`config.mk`:
```
export PLATFORM = sky130hd
export DESIGN_NAME = spell_sequencer_flat
export DESIGN_NICKNAME = d
export VERILOG_FILES = /design/src/rtl/spell_sequencer_if.sv /design/src/rtl/spell_sequencer.sv /design/src/flat_wrapper.sv
export SDC_FILE = /design/constraint.sdc
export NUM_CORES = 1
export LEC_CHECK = 0
export CORE_MARGIN = 4
export CORE_UTILIZATION = 54
export DETAILED_ROUTE_END_ITERATION = 12
export GPL_ROUTABILITY_DRIVEN = 0
export PLACE_DENSITY = 0.87
export SLEW_MARGIN = 20
export SYNTH_ARGS = -nofsm -noshare
export SYNTH_HDL_FRONTEND = slang
export SYNTH_SLANG_ARGS = --single-unit
```
`constraint.sdc`:
```
create_clock -name clock -period 4 [get_ports clock]
set_input_delay 1 -clock clock [delete_from_list [all_inputs] [get_ports clock]]
set_output_delay 1 -clock clock [all_outputs]
set_load 0.005 [all_outputs]
```
`src/rtl/spell_sequencer_if.sv`:
```
// Memory handshake port shared by the spell sequencer and its memory.
// One outstanding request; mem_req is held until mem_ack.
interface spell_sequencer_if;
  logic [7:0] mem_addr;
  logic [1:0] mem_type;
  logic       mem_write;
  logic [7:0] mem_wdata;
  logic       mem_req;
  logic       mem_ack;
  logic [7:0] mem_rdata;

  modport master (
    output mem_addr,
    output mem_type,
    output mem_write,
    output mem_wdata,
    output mem_req,
    input  mem_ack,
    input  mem_rdata
  );

  modport slave (
    input  mem_addr,
    input  mem_type,
    input  mem_write,
    input  mem_wdata,
    input  mem_req,
    output mem_ack,
    output mem_rdata
  );
endinterface

```
`src/rtl/spell_sequencer.sv`:
```
// Spell stack CPU control sequencer: fetch, operand load, commit,
// store, delay and sleep around the spell_execute stage.
module spell_sequencer #(
  parameter int DELAY_TICKS = 1000
) (
  input  logic       clock,
  input  logic       reset,
  input  logic       run,
  spell_sequencer_if.master mem,
  output logic [7:0] exec_opcode,
  output logic [7:0] exec_pc,
  output logic [4:0] exec_sp,
  output logic [7:0] exec_stack_top,
  output logic [7:0] exec_stack_belowtop,
  output logic [7:0] exec_memory_input,
  input  logic [7:0] next_pc,
  input  logic [4:0] next_sp,
  input  logic [1:0] stack_write_count,
  input  logic [7:0] set_stack_top,
  input  logic [7:0] set_stack_belowtop,
  input  logic [7:0] memory_write_data,
  input  logic [7:0] memory_write_addr,
  input  logic [1:0] memory_write_type,
  input  logic [7:0] delay_amount,
  input  logic       sleep,
  output logic [7:0] pc,
  output logic [4:0] sp,
  output logic       busy,
  output logic       sleeping
);

  localparam logic [2:0] S_IDLE  = 3'd0;
  localparam logic [2:0] S_FETCH = 3'd1;
  localparam logic [2:0] S_LOAD  = 3'd2;
  localparam logic [2:0] S_EXEC  = 3'd3;
  localparam logic [2:0] S_STORE = 3'd4;
  localparam logic [2:0] S_DELAY = 3'd5;
  localparam logic [2:0] S_SLEEP = 3'd6;

  localparam logic [7:0] OP_CODE = 8'h3F;
  localparam logic [7:0] OP_DATA = 8'h72;
  localparam logic [1:0] T_DATA  = 2'd1;
  localparam logic [1:0] T_CODE  = 2'd2;

  logic [2:0]  state;
  logic [7:0]  pc_q;
  logic [4:0]  sp_q;
  logic [7:0]  op_q;
  logic [7:0]  top_q;
  logic [7:0]  below_q;
  logic [7:0]  min_q;
  logic [1:0]  ltype_q;
  logic [1:0]  wtype_q;
  logic [7:0]  waddr_q;
  logic [7:0]  wdata_q;
  logic        slp_q;
  logic [7:0]  dly_q;
  logic [23:0] cnt_q;

  logic [7:0] stack [32];

  logic [4:0] rd1;
  logic [4:0] rd2;
  logic [4:0] wr1;
  logic [4:0] wr2;

  assign rd1 = sp_q - 5'd1;
  assign rd2 = sp_q - 5'd2;
  assign wr1 = next_sp - 5'd1;
  assign wr2 = next_sp - 5'd2;

  function automatic logic [23:0] ticks(input logic [7:0] n);
    logic [31:0] p;
    p = 32'(n) * 32'(DELAY_TICKS);
    return p[23:0];
  endfunction

  // Common exit once an instruction's memory side effects are done.
  function automatic logic [2:0] exit_state(
    input logic       slp,
    input logic [7:0] dly,
    input logic       go
  );
    if (slp)
      return S_SLEEP;
    else if (dly != 8'd0)
      return S_DELAY;
    else if (go)
      return S_FETCH;
    return S_IDLE;
  endfunction

  always_ff @(posedge clock) begin
    if (state == S_EXEC) begin
      if (stack_write_count != 2'd0)
        stack[wr1] <= set_stack_top;
      if (stack_write_count[1])
        stack[wr2] <= set_stack_belowtop;
    end
  end

  always_ff @(posedge clock or posedge reset) begin
    if (reset) begin
      state   <= S_IDLE;
      pc_q    <= 8'd0;
      sp_q    <= 5'd0;
      op_q    <= 8'd0;
      top_q   <= 8'd0;
      below_q <= 8'd0;
      min_q   <= 8'd0;
      ltype_q <= 2'd0;
      wtype_q <= 2'd0;
      waddr_q <= 8'd0;
      wdata_q <= 8'd0;
      slp_q   <= 1'b0;
      dly_q   <= 8'd0;
      cnt_q   <= 24'd0;
    end else begin
      unique case (state)
        S_IDLE: begin
          if (run)
            state <= S_FETCH;
        end
        S_FETCH: begin
          if (mem.mem_ack) begin
            op_q    <= mem.mem_rdata;
            top_q   <= stack[rd1];
            below_q <= stack[rd2];
            if (mem.mem_rdata == OP_CODE) begin
              ltype_q <= T_CODE;
              state   <= S_LOAD;
            end else if (mem.mem_rdata == OP_DATA) begin
              ltype_q <= T_DATA;
              state   <= S_LOAD;
            end else begin
              state <= S_EXEC;
            end
          end
        end
        S_LOAD: begin
          if (mem.mem_ack) begin
            min_q <= mem.mem_rdata;
            state <= S_EXEC;
          end
        end
        S_EXEC: begin
          pc_q    <= next_pc;
          sp_q    <= next_sp;
          wtype_q <= memory_write_type;
          waddr_q <= memory_write_addr;
          wdata_q <= memory_write_data;
          slp_q   <= sleep;
          dly_q   <= delay_amount;
          if (memory_write_type != 2'd0) begin
            state <= S_STORE;
          end else begin
            state <= exit_state(sleep, delay_amount, run);
            cnt_q <= ticks(delay_amount);
          end
        end
        S_STORE: begin
          if (mem.mem_ack) begin
            state <= exit_state(slp_q, dly_q, run);
            cnt_q <= ticks(dly_q);
          end
        end
        S_DELAY: begin
          if (cnt_q <= 24'd1) begin
            cnt_q <= 24'd0;
            state <= run ? S_FETCH : S_IDLE;
          end else begin
            cnt_q <= cnt_q - 24'd1;
          end
        end
        S_SLEEP: begin
          if (!run)
            state <= S_IDLE;
        end
        default: state <= S_IDLE;
      endcase
    end
  end

  // Request fields are decoded from state so reset drops mem_req at once.
  always_comb begin
    mem.mem_req   = 1'b0;
    mem.mem_write = 1'b0;
    mem.mem_addr  = 8'd0;
    mem.mem_type  = 2'd0;
    mem.mem_wdata = 8'd0;
    unique case (1'b1)
      state == S_FETCH: begin
        mem.mem_req  = 1'b1;
        mem.mem_addr = pc_q;
        mem.mem_type = T_CODE;
      end
      state == S_LOAD: begin
        mem.mem_req  = 1'b1;
        mem.mem_addr = top_q;
        mem.mem_type = ltype_q;
      end
      state == S_STORE: begin
        mem.mem_req   = 1'b1;
        mem.mem_write = 1'b1;
        mem.mem_addr  = waddr_q;
        mem.mem_type  = wtype_q;
        mem.mem_wdata = wdata_q;
      end
      default: ;
    endcase
  end

  assign exec_opcode         = op_q;
  assign exec_pc             = pc_q;
  assign exec_sp             = sp_q;
  assign exec_stack_top      = top_q;
  assign exec_stack_belowtop = below_q;
  assign exec_memory_input   = min_q;
  assign pc                  = pc_q;
  assign sp                  = sp_q;
  assign busy                = state != S_IDLE;
  assign sleeping            = state == S_SLEEP;

endmodule
```
`src/flat_wrapper.sv`:
```
// flat-port wrapper written by rule: the top's interface ports become plain ports
module spell_sequencer_flat 
#(
  parameter int DELAY_TICKS = 1000
)
  (clock, reset, run, exec_opcode, exec_pc, exec_sp, exec_stack_top, exec_stack_belowtop, exec_memory_input, next_pc, next_sp, stack_write_count, set_stack_top, set_stack_belowtop, memory_write_data, memory_write_addr, memory_write_type, delay_amount, sleep, pc, sp, busy, sleeping, mem_mem_addr, mem_mem_type, mem_mem_write, mem_mem_wdata, mem_mem_req, mem_mem_ack, mem_mem_rdata);
  spell_sequencer_if mem_i ();
  input  logic clock;
  input  logic reset;
  input  logic run;
  output logic [7:0] exec_opcode;
  output logic [7:0] exec_pc;
  output logic [4:0] exec_sp;
  output logic [7:0] exec_stack_top;
  output logic [7:0] exec_stack_belowtop;
  output logic [7:0] exec_memory_input;
  input  logic [7:0] next_pc;
  input  logic [4:0] next_sp;
  input  logic [1:0] stack_write_count;
  input  logic [7:0] set_stack_top;
  input  logic [7:0] set_stack_belowtop;
  input  logic [7:0] memory_write_data;
  input  logic [7:0] memory_write_addr;
  input  logic [1:0] memory_write_type;
  input  logic [7:0] delay_amount;
  input  logic sleep;
  output logic [7:0] pc;
  output logic [4:0] sp;
  output logic busy;
  output logic sleeping;
  output wire logic [$bits(mem_i.mem_addr)-1:0] mem_mem_addr;
  output wire logic [$bits(mem_i.mem_type)-1:0] mem_mem_type;
  output wire logic [$bits(mem_i.mem_write)-1:0] mem_mem_write;
  output wire logic [$bits(mem_i.mem_wdata)-1:0] mem_mem_wdata;
  output wire logic [$bits(mem_i.mem_req)-1:0] mem_mem_req;
  input wire logic [$bits(mem_i.mem_ack)-1:0] mem_mem_ack;
  input wire logic [$bits(mem_i.mem_rdata)-1:0] mem_mem_rdata;
  assign mem_mem_addr = mem_i.mem_addr;
  assign mem_mem_type = mem_i.mem_type;
  assign mem_mem_write = mem_i.mem_write;
  assign mem_mem_wdata = mem_i.mem_wdata;
  assign mem_mem_req = mem_i.mem_req;
  assign mem_i.mem_ack = mem_mem_ack;
  assign mem_i.mem_rdata = mem_mem_rdata;
  spell_sequencer #(.DELAY_TICKS(DELAY_TICKS)) u_core (.clock(clock), .reset(reset), .run(run), .mem(mem_i), .exec_opcode(exec_opcode), .exec_pc(exec_pc), .exec_sp(exec_sp), .exec_stack_top(exec_stack_top), .exec_stack_belowtop(exec_stack_belowtop), .exec_memory_input(exec_memory_input), .next_pc(next_pc), .next_sp(next_sp), .stack_write_count(stack_write_count), .set_stack_top(set_stack_top), .set_stack_belowtop(set_stack_belowtop), .memory_write_data(memory_write_data), .memory_write_addr(memory_write_addr), .memory_write_type(memory_write_type), .delay_amount(delay_amount), .sleep(sleep), .pc(pc), .sp(sp), .busy(busy), .sleeping(sleeping));
endmodule
```
==> impl_metrics.yaml <==
outcome:
  outcome: "finished with violations"
  violations: "negative setup slack"
worst_setup_path:
  crit-reg2reg-launch: "u_core.dly_q[3]$_DFFE_PP0P_"
  r2r_cells: 14
  cp_slowest_cell: "fa_1"
  critPathLaunchType: "flip-flop"
  critical_path.cell_chain: "inv_2, buf_6, fa_1, fa_1, fa_1, fa_1, inv_2, ha_4, or4b_4, o21ai_4, o211ai_1, a21oi_2, xnor2_2, o221ai_1"
  crit_type: "flip-flop to flip-flop"
  slowest_delay_ns: 0.59
  worstPathRequired_ns: 4.43
  cp_max_fo: 3
  worstSetupStartpoint: "u_core.dly_q[3]$_DFFE_PP0P_"
  rr_endpoint: "u_core.cnt_q[17]$_DFFE_PP0P_"
  crit_top_cell: "fa_1"
  endpoint_kind: "flip-flop"
  rrSetupSlack_ns: -0.39
  cp.arrival_ns: 4.82
final_layout:
  top_register: "u_core.stack"
  largest_registers: "u_core.stack: 256 flops, u_core.cnt_q: 24 flops"
  mostFrequentLayoutCells: "mux2_2 (272), edfxtp_1 (256), buf_4 (196)"
  final_core_util_pct: 66.4
  drive_above_1_share_pct: 37.1
  layout.nets: 2273
  fillers: 2730
  stdcell_count: 2636
  diodes: 0
  design_area_mm2: 0.0280
  largest_reg_flops: 256
  area_growth_pct: 20.9
  mostFrequentLayoutCell: "mux2_2"
routing:
  via_per_inst: 6.84
  via_count: 18019
  route.detailed.drc: 0
  detail-route-antenna-nets: 0
  wl_per_cell_um: 27.0
  wl_um: 71100
  drt_iter0_markers: 3017
  dr.pass1.iters: 9
synth:
  ys_warn_count: 0
  yosysUniqueCellTypes: 59
  synth_seq_cells: 357
  netlist_instances: 1809
  syn_area_mm2: 0.0232
  synth_flop_cell: "edfxtp_1"
  avgSynthCellArea_um2: 12.8
  synth_edf_count: 256
  synthArstFlopShare_pct: 28.3
  ys_seq_area_share_pct: 44.0
  synth_nets: 2012
floorplan:
  die_h_um: 215
  dieArea_mm2: 0.0463
  core_mm2: 0.0422
  initial_utilization_pct: 54.9
  io_pins: 150
  die_w_um: 215
  rows: 75
global_route:
  grt_usage_pct: 30.1
  grt_pass1_wl_um: 108000
  grt_pass1_vias: 18259
  grt_max_degree: 70
  overflow: 0
  antenna_found_initial: 2
clocking:
  cts-htree-levels: 2
  cts-buffers-inserted: 39
  cts_root_buf: "clkbuf_16"
  clk_path_buf_depth: 3
  cts.sinks: 357
  clk_pin_slew_worst_paths_ns: 0.06
  worstSkewPairLatency_ns: 0.58
  cts_tree: "yes"
timing:
  relSlewSlack_pct: 30.0
  drv_slew: 0
  fin_setup_tns_ns: -1.77
  fin_crit_ns: 4.39
  layout_setup_ws_ns: -0.393
  hold_viol: 0
  setup_violations: 6
  rsz0062_at_grt: "true"
  skew_ns: 0.0235
  period_share_pct: 110
  fmax_mhz: 228
  tightestPinTransition_ns: 1.04
placed_design:
  place_area_mm2: 0.0264
  dp_hpwl_um: 47600
  io_buffers: 149
  dp_cells: 2554
min_path:
  holdCritStartpoint: "u_core.waddr_q[6]$_DFFE_PP0P_"
  holdPathEnd: "u_core.waddr_q[6]$_DFFE_PP0P_"
  hold_path_class: "flip-flop to flip-flop"
  min_path_cells: 2
pwr:
  ir_drop_uv: 1800
  p_total_mw: 28.7
  p_per_area_mw_per_mm2: 1020
  power.leakage_nw: 10.6
flow_run:
  maxCapViolations: 0
-- metal layers --
metal,vias to the layer above,wire length [um],GRT usage (%)
met5,-,0,0
met1,8876,24700,39.2
met3,253,9600,8.47
met4,0,3230,11.2
li1,7365,-,-
met2,1525,33500,48.4
-- metrics by stage --
step                      hold WS, ns  setup WS (ns)
after floorplan                 0.438         -0.326
after global placement          0.452          -1.01
after detailed placement        0.461          -1.10
after CTS                       0.477         -0.205
after global routing            0.504         -0.442
final                           0.476         -0.393
-- logic make-up after synthesis --
family,synth area share (%)
AO/OA/AOI/OAI,6.74
XOR/XNOR,1.40
adder cells (fa/ha/maj),8.57
buffers and inverters,3.93
flip-flops,44.0
multiplexers,28.3
AND/OR/NAND/NOR,7.06
-- timing repair --
item                       CTS  global route
hold buffers                 0             0
setup endpoints to repair   10            10
pin swaps                   25            31
resized for setup           51            41
setup buffers                8             6
-- how the worst max path moves through the flow --
| stage | endpoint | slack [ns] | cells after the start |
|---|---|---|---|
| finish | u_core.cnt_q[17]$_DFFE_PP0P_ | -0.39 | 14 |
| global route | u_core.cnt_q[17]$_DFFE_PP0P_ | -0.44 | 14 |
| CTS | u_core.cnt_q[17]$_DFFE_PP0P_ | -0.21 | 14 |
| detailed placement | u_core.cnt_q[15]$_DFFE_PP0P_ | -1.10 | 16 |
| global placement | u_core.cnt_q[14]$_DFFE_PP0P_ | -1.01 | 15 |
| floorplan | u_core.cnt_q[15]$_DFFE_PP0P_ | -0.33 | 14 |
-- power by group --
part           switching (mW)  leakage (nW)  internal, mW  total [mW]
registers               0.507          3.55          4.50        5.00
logic                    10.6          6.45          9.51        20.1
clock network            1.56         0.609          2.03        3.59
-- cell type report --
| class | instances | area (um2) | area share (%) |
|---|---|---|---|
| Timing Repair Buffer | 358 | 3130 | 11.2 |
| Clock inverter | 22 | 216 | 0.772 |
| Multi-Input combinational cell | 1228 | 12400 | 44.4 |
| Sequential cell | 357 | 10200 | 36.4 |
| Clock buffer | 46 | 1020 | 3.64 |
| Tap cell | 539 | 674 | 2.40 |
| Inverter | 86 | 333 | 1.19 |
-- critical path: cells and delay by family, from the launching register on --
kind	cells	cell delay, ns
xor gates and xnor gates	1	0.16
AOI/OAI and AO/OA	4	0.69
adders and majority gates	5	2.26
and+or+nand+nor	1	0.50
DFF	1	0.37
buffers and inverters	3	0.25
-- cells in the mapped netlist (3+ instances only) --
master / number / area [um2]
clkbuf_1: 95 / 357
a31oi_1: 5 / 31.3
xnor2_1: 15 / 131
o31ai_1: 6 / 45.0
nor4_1: 8 / 50.1
dfrtp_1: 101 / 2530
nor2_1: 63 / 236
nor2b_1: 13 / 81.3
a21o_1: 7 / 52.6
o211ai_1: 3 / 22.5
nor2_2: 12 / 75.1
mux2i_1: 25 / 250
o21ai_0: 100 / 500
buf_4: 13 / 97.6
mux2_2: 272 / 3060
nand2_1: 189 / 709
nor4b_1: 3 / 26.3
nand4_1: 4 / 25.0
ha_1: 90 / 1130
buf_2: 18 / 90.1
nand3_1: 20 / 100
fa_1: 43 / 861
nand3b_1: 3 / 22.5
edfxtp_1: 256 / 7690
inv_1: 86 / 323
buf_1: 12 / 45.0
mux4_2: 144 / 3240
o22ai_1: 31 / 194
xor2_1: 22 / 193
a221oi_1: 3 / 26.3
a21oi_1: 26 / 130
a22oi_1: 19 / 143
nor3_1: 28 / 140
o221ai_1: 5 / 43.8
a211oi_1: 26 / 195
o21a_1: 5 / 37.5
and3_1: 11 / 68.8
(Power assumes the default switching activity.)
